### src/rtl/fetch_exec_pkg.sv
// Shared definitions for the fetch/execute sequencer: FSM states and instruction field layout.
// Latency: none (types and constants only).
// Backpressure: none.
package fetch_exec_pkg;

    typedef enum logic [2:0] {
        ST_IDLE   = 3'd0,
        ST_FETCH  = 3'd1,
        ST_DECODE = 3'd2,
        ST_EXEC   = 3'd3,
        ST_ERROR  = 3'd4
    } state_t;

    // Opcode occupies the top OP_W bits; dst sits DST_OFF bits below the MSB+1.
    localparam int OP_W    = 4;
    localparam int DST_OFF = 5;
    localparam int BR_BIT  = 3;
    localparam int MUX_BIT = 2;
    localparam logic [OP_W-1:0] OP_NOP = 4'b0111;

    // Branch offset is sign-magnitude in instr[OFF_W-1:0]; MSB set means forward.
    localparam int OFF_W    = 6;
    localparam int OFF_SIGN = OFF_W - 1;

    function automatic logic op_is_branch(input logic [OP_W-1:0] op);
        return op[BR_BIT];
    endfunction

    function automatic logic op_is_data(input logic [OP_W-1:0] op);
        return !op[BR_BIT] && (op != OP_NOP);
    endfunction

endpackage

### src/rtl/fetch_exec_sequencer_pc_target_calc.sv
// Next-PC calculator: PC+1, or PC+1 +/- sign-magnitude offset when a branch is taken.
// Latency: combinational.
// Backpressure: none.
module pc_target_calc
    import fetch_exec_pkg::*;
#(
    parameter int PC_W = 10
) (
    input  logic [PC_W-1:0]  pc,
    input  logic [OFF_W-1:0] offset,
    input  logic             taken,
    output logic [PC_W-1:0]  next_pc
);

    logic [PC_W-1:0] seq_pc;
    logic [PC_W-1:0] mag;

    always_comb begin
        seq_pc  = pc + PC_W'(1);
        mag     = PC_W'(offset[OFF_SIGN-1:0]);
        next_pc = seq_pc;
        if (taken) begin
            // Wraps modulo 2^PC_W in both directions.
            next_pc = offset[OFF_SIGN] ? (seq_pc + mag) : (seq_pc - mag);
        end
    end

endmodule

### src/rtl/fetch_exec_sequencer.sv
// Multi-cycle fetch/decode/exec control FSM; optional fetch watchdog under FETCH_TIMEOUT_EN.
// Latency: 3 cycles per instruction with immediate ack, +1 per ack wait cycle.
// Backpressure: holds oImemReq/oImemAddr stable in FETCH until iImemAck.
module fetch_exec_sequencer
    import fetch_exec_pkg::*;
#(
    parameter int PC_W        = 10,
    parameter int INSTR_W     = 16,
    parameter int TIMEOUT_CYC = 15
) (
    input  logic               Clock,
    input  logic               Reset,
    input  logic               iStart,
    input  logic [PC_W-1:0]    iStartPC,
    input  logic               iHalt,
    input  logic               iImemAck,
    input  logic [INSTR_W-1:0] iImemData,
    input  logic               iBranchTaken,
    output logic               oImemReq,
    output logic [PC_W-1:0]    oImemAddr,
    output logic [INSTR_W-1:0] oInstr,
    output logic               oEnableA,
    output logic               oEnableB,
    output logic               oMuxSel,
    output logic [PC_W-1:0]    oPC,
    output logic               oBusy,
    output logic               oError
);

    state_t          state;
    logic [PC_W-1:0] pc_q;
    logic [PC_W-1:0] pc_nxt;
    logic [OP_W-1:0] op;
    logic            dst;
    logic            is_branch;
    logic            is_data;

    assign op        = oInstr[INSTR_W-1 -: OP_W];
    assign dst       = oInstr[INSTR_W-DST_OFF];
    assign is_branch = op_is_branch(op);
    assign is_data   = op_is_data(op);

    assign oPC       = pc_q;
    assign oImemAddr = pc_q;

    pc_target_calc #(
        .PC_W (PC_W)
    ) u_pc_target_calc (
        .pc      (pc_q),
        .offset  (oInstr[OFF_W-1:0]),
        .taken   (is_branch && iBranchTaken),
        .next_pc (pc_nxt)
    );

`ifdef FETCH_TIMEOUT_EN
    localparam int CNT_W = $clog2(TIMEOUT_CYC + 1);
    localparam logic [CNT_W-1:0] TMO_LAST = CNT_W'(TIMEOUT_CYC - 1);

    logic [CNT_W-1:0] tmo_cnt;
    logic             tmo_hit;

    assign tmo_hit = (state == ST_FETCH) && !iImemAck && (tmo_cnt == TMO_LAST);

    // Idle at zero outside FETCH so every FETCH entry starts a fresh count.
    always_ff @(posedge Clock) begin
        if (Reset || state != ST_FETCH || iImemAck) begin
            tmo_cnt <= '0;
        end else begin
            tmo_cnt <= tmo_cnt + CNT_W'(1);
        end
    end

    always_ff @(posedge Clock) begin
        if (Reset) begin
            oError <= 1'b0;
        end else if (tmo_hit) begin
            oError <= 1'b1;
        end
    end
`else
    logic unused_timeout;
    assign unused_timeout = (TIMEOUT_CYC != 0);
    assign oError         = 1'b0;
`endif

    always_ff @(posedge Clock) begin
        if (Reset) begin
            state    <= ST_IDLE;
            pc_q     <= '0;
            oInstr   <= '0;
            oImemReq <= 1'b0;
            oEnableA <= 1'b0;
            oEnableB <= 1'b0;
            oMuxSel  <= 1'b0;
            oBusy    <= 1'b0;
        end else begin
            oEnableA <= 1'b0;
            oEnableB <= 1'b0;
            case (state)
                ST_IDLE: begin
                    if (iStart && !iHalt) begin
                        pc_q     <= iStartPC;
                        state    <= ST_FETCH;
                        oImemReq <= 1'b1;
                        oBusy    <= 1'b1;
                    end
                end
                ST_FETCH: begin
                    if (iImemAck) begin
                        oInstr   <= iImemData;
                        oImemReq <= 1'b0;
                        state    <= ST_DECODE;
                    end
`ifdef FETCH_TIMEOUT_EN
                    else if (tmo_hit) begin
                        oImemReq <= 1'b0;
                        state    <= ST_ERROR;
                    end
`endif
                end
                ST_DECODE: begin
                    state <= ST_EXEC;
                    // Enables are registered here so they are high exactly during EXEC.
                    if (is_data) begin
                        oMuxSel  <= op[MUX_BIT];
                        oEnableA <= !dst;
                        oEnableB <= dst;
                    end
                end
                ST_EXEC: begin
                    pc_q <= pc_nxt;
                    if (iHalt) begin
                        state <= ST_IDLE;
                        oBusy <= 1'b0;
                    end else begin
                        state    <= ST_FETCH;
                        oImemReq <= 1'b1;
                    end
                end
                ST_ERROR: begin
                    state <= ST_ERROR;
                end
                default: begin
                    state    <= ST_IDLE;
                    oImemReq <= 1'b0;
                    oBusy    <= 1'b0;
                end
            endcase
        end
    end

endmodule

### config.mk
export PLATFORM = sky130hd
export DESIGN_NAME = fetch_exec_sequencer
export DESIGN_NICKNAME = d
export VERILOG_FILES = /design/src/rtl/fetch_exec_pkg.sv /design/src/rtl/fetch_exec_sequencer_pc_target_calc.sv /design/src/rtl/fetch_exec_sequencer.sv
export SDC_FILE = /design/constraint.sdc
export NUM_CORES = 1
export LEC_CHECK = 0
export CAP_MARGIN = 20
export CELL_PAD_IN_SITES_DETAIL_PLACEMENT = 0
export CELL_PAD_IN_SITES_GLOBAL_PLACEMENT = 1
export CORE_MARGIN = 4
export CORE_UTILIZATION = 23
export DETAILED_ROUTE_END_ITERATION = 8
export DONT_BUFFER_PORTS = 1
export GPL_TIMING_DRIVEN = 0
export PLACE_DENSITY_LB_ADDON = 0.1
export SLEW_MARGIN = 20
export SYNTH_ARGS = -nofsm -noshare
export SYNTH_HDL_FRONTEND = slang
export SYNTH_SLANG_ARGS = --single-unit
export TNS_END_PERCENT = 50
### constraint.sdc
create_clock -name Clock -period 3.8 [get_ports Clock]
set_input_delay 0.57 -clock Clock [delete_from_list [all_inputs] [get_ports Clock]]
set_output_delay 0.57 -clock Clock [all_outputs]
set_load 0.005 [all_outputs]
==> results_dict.tcl <==
set metrics [dict create \
    synth_area_um2 2320 \
    grt.total_usage_pct 12.1 \
    fp.dieH_um 109 \
    ant_nets 0 \
    place_ws_ps 280 \
    nFillCells 1152 \
    grt_max_degree 12 \
    drive_above_1_share_pct 11.0 \
    finalWorstSetupSlack_ps 380 \
    io_buffers 0 \
    seq_area_um2 681 \
    r2r-start "oInstr[0]" \
    drc 0 \
    min_period_over_period_pct 90.0 \
    synth.most_common_cell "nand2_1" \
    cts.reportedPaths.clkPinSlew_ps 90 \
    clock_skew_ps 8.39 \
    async_flop_share_pct 0 \
    drt-wirelength-per-cell_um 15.7 \
    dp_hpwl_um 5370 \
    cts_buffer_depth 2 \
    initial_utilization_pct 23.7 \
    crit_top_cell "ha_1" \
    fmax_mhz 292 \
    status "completed" \
    multiInputGateArea_um2 1460 \
    synth_top_flop_cell "dfxtp_1" \
    drt_pass1_iterations 4 \
    cts_root_buf "clkbuf_8" \
    rsz0062_at_grt "false" \
    start_kind "flop" \
    htree_levels 2 \
    design.portCount 74 \
    reg2reg_setup_slack_ps 380 \
    critPathArrivalTime_ps 3620 \
    via_count 2034 \
    min_from "iImemData[9]" \
    path_class "reg2reg" \
    netlist_top_cells_area "dfxtp_1 (29%), nand2_1 (7.8%), a21oi_1 (6.0%)" \
    period_minus_slack_ps 3420 \
    antenna_found_initial 0 \
    seq_area_frac_synth_pct 29.3 \
    synth_top_cell_area_share_pct 29.3 \
    ys_ff_latch 34 \
    vias_per_cell 4.59 \
    die_width_um 109 \
    antenna_cells 0 \
    hold_path.class "in2reg" \
    cp_slowest_cell "dfxtp_1" \
    relSlewSlack_pct 61.6 \
    synth_nets 344 \
    cts_hold_buf 0 \
    power_density_nw_per_um2 410 \
    drt_wl_total_um 6950 \
    yosysTopAreaCell "dfxtp_1" \
    finalMaxSlewViolations 0 \
    grt_pass1_vias 2073 \
    grt_first_pass_wirelength_um 11000 \
    drt_iter0_drc 66 \
    yosys-top-cells-count "nand2_1 (48), dfxtp_1 (34), a21oi_1 (28), nor2_1 (28), a211oi_1 (14)" \
    startpoint "oInstr[0]" \
    grt_remaining_overflow 0 \
    synth_cell_types 49 \
    fp.coreArea_um2 9820 \
    cp_cell_sequence "inv_1, ha_1, and2_1, ha_1, mux2_2, ha_1, and3_4, a2111oi_4, nand4_2, a311oi_1, nor4b_1, a2111oi_2" \
    cp_max_fo 6 \
    ir_drop_v 0.000179 \
    tns_ps 0 \
    syn_area_per_cell_um2 7.74 \
    cts_tree "built" \
    tightest_slew_ps 577 \
    critPathCaptureType "flop" \
    leakage_nw 0.985 \
    clock_latency_ps 290 \
    cts_resized 0 \
    gp_congestion 0.711 \
    cts_buffers 5 \
    yosysWarnings 0 \
    setup_viol 0 \
    die_area_um2 11800 \
    clock_sinks 34 \
    cp.required_ps 4000 \
    cts_setup_buffers 0 \
    cap_violations 0 \
    syn2layout_area_growth_pct 13.9 \
    final_nets 353 \
    syn_inst 300 \
    synth-edff-count 0 \
    rows 36 \
    hold_viol 0 \
    cpPeakStageDelay_ps 470 \
]
==> flip-flops by register name, summed over array words and instances, names as in the netlist <==
| name | flops |
|---|---|
| oImemReq | 1 |
| oEnableB | 1 |
| oImemAddr | 10 |
| oBusy | 1 |
| oEnableA | 1 |
| oMuxSel | 1 |
| state | 3 |
| oInstr | 16 |
==> critical path: cells and delay by family (launching register included) <==
family / cells / cell delay (ps)
fa+ha+maj: 3 / 830
simple gates: 4 / 630
mux: 1 / 270
buf+inv: 1 / 70
compound gates: 3 / 1060
flops: 1 / 470
==> cell usage in the layout (no fill, tap or decap), types with 4 or more instances in the layout <==
cell type and n:
nand2_1 48, mux2i_1 9, o21ai_0 8, and2_1 4
nor2b_1 6, a211oi_1 14, nand2b_1 5, inv_1 11
nor2_1 28, mux2_2 4, xnor2_1 7, nor3_1 8
clkbuf_8 6, ha_1 11, xor2_1 7, buf_4 14
dfxtp_1 34, clkbuf_1 12, a21oi_1 28
==> metrics by stage <==
| stage | power [mW] | area (um^2) | hold slack, ps | cells | utilization, % |
|---|---|---|---|---|---|
| global placement | 0.659 | 2490 | 468 | 433 | 25.4 |
| detailed placement | 0.658 | 2490 | 472 | 433 | 25.4 |
| floorplan | 0.600 | 2320 | 440 | 300 | - |
| CTS | 1.11 | 2630 | 394 | 441 | 26.8 |
| finish | 1.09 | 2650 | 409 | 443 | 27.0 |
| global route | 1.16 | 2650 | 396 | 443 | 27.0 |
==> path summary, 6_finish.rpt <==
kind / end / cells after the start
max: oImemAddr[9] / 12
max reg2reg: oImemAddr[9] / 12
min reg2reg: oEnableA / 1
min: oInstr[9] / 2
==> layout make-up <==
class                   instances  area share, %
inverters                      11           1.56
well taps                     133           6.29
repair buffers                  2          0.567
multi-input cells             230           55.2
clock buffers                   6           3.12
flip-flops and latches         34           25.7
plain buffers                  25           5.29
clock inverters                 2           2.27
==> power by group <==
group	total (mW)	switching, mW	internal, mW
Combinational	0.238	0.136	0.102
Sequential	0.409	0.0307	0.378
Clock	0.439	0.158	0.280
Total	1.09	0.325	0.761
==> layer usage <==
layer	part of all wire, %	global-route usage [%]
met5	0	0
met4	0.69	2.71
met3	6.9	3.94
met2	43	18.1
met1	49	16.8
==> cells by family after synthesis <==
kind of cell	share of synthesized area, %
muxes	5.82
DFF	29.3
xor gates and xnor gates	5.28
AOI/OAI and AO/OA	21.1
buffers and inverters	7.81
other	0.161
adders and majority gates	7.22
and+or+nand+nor	23.4
No activity file was read; power rests on OpenSTA's default activity.
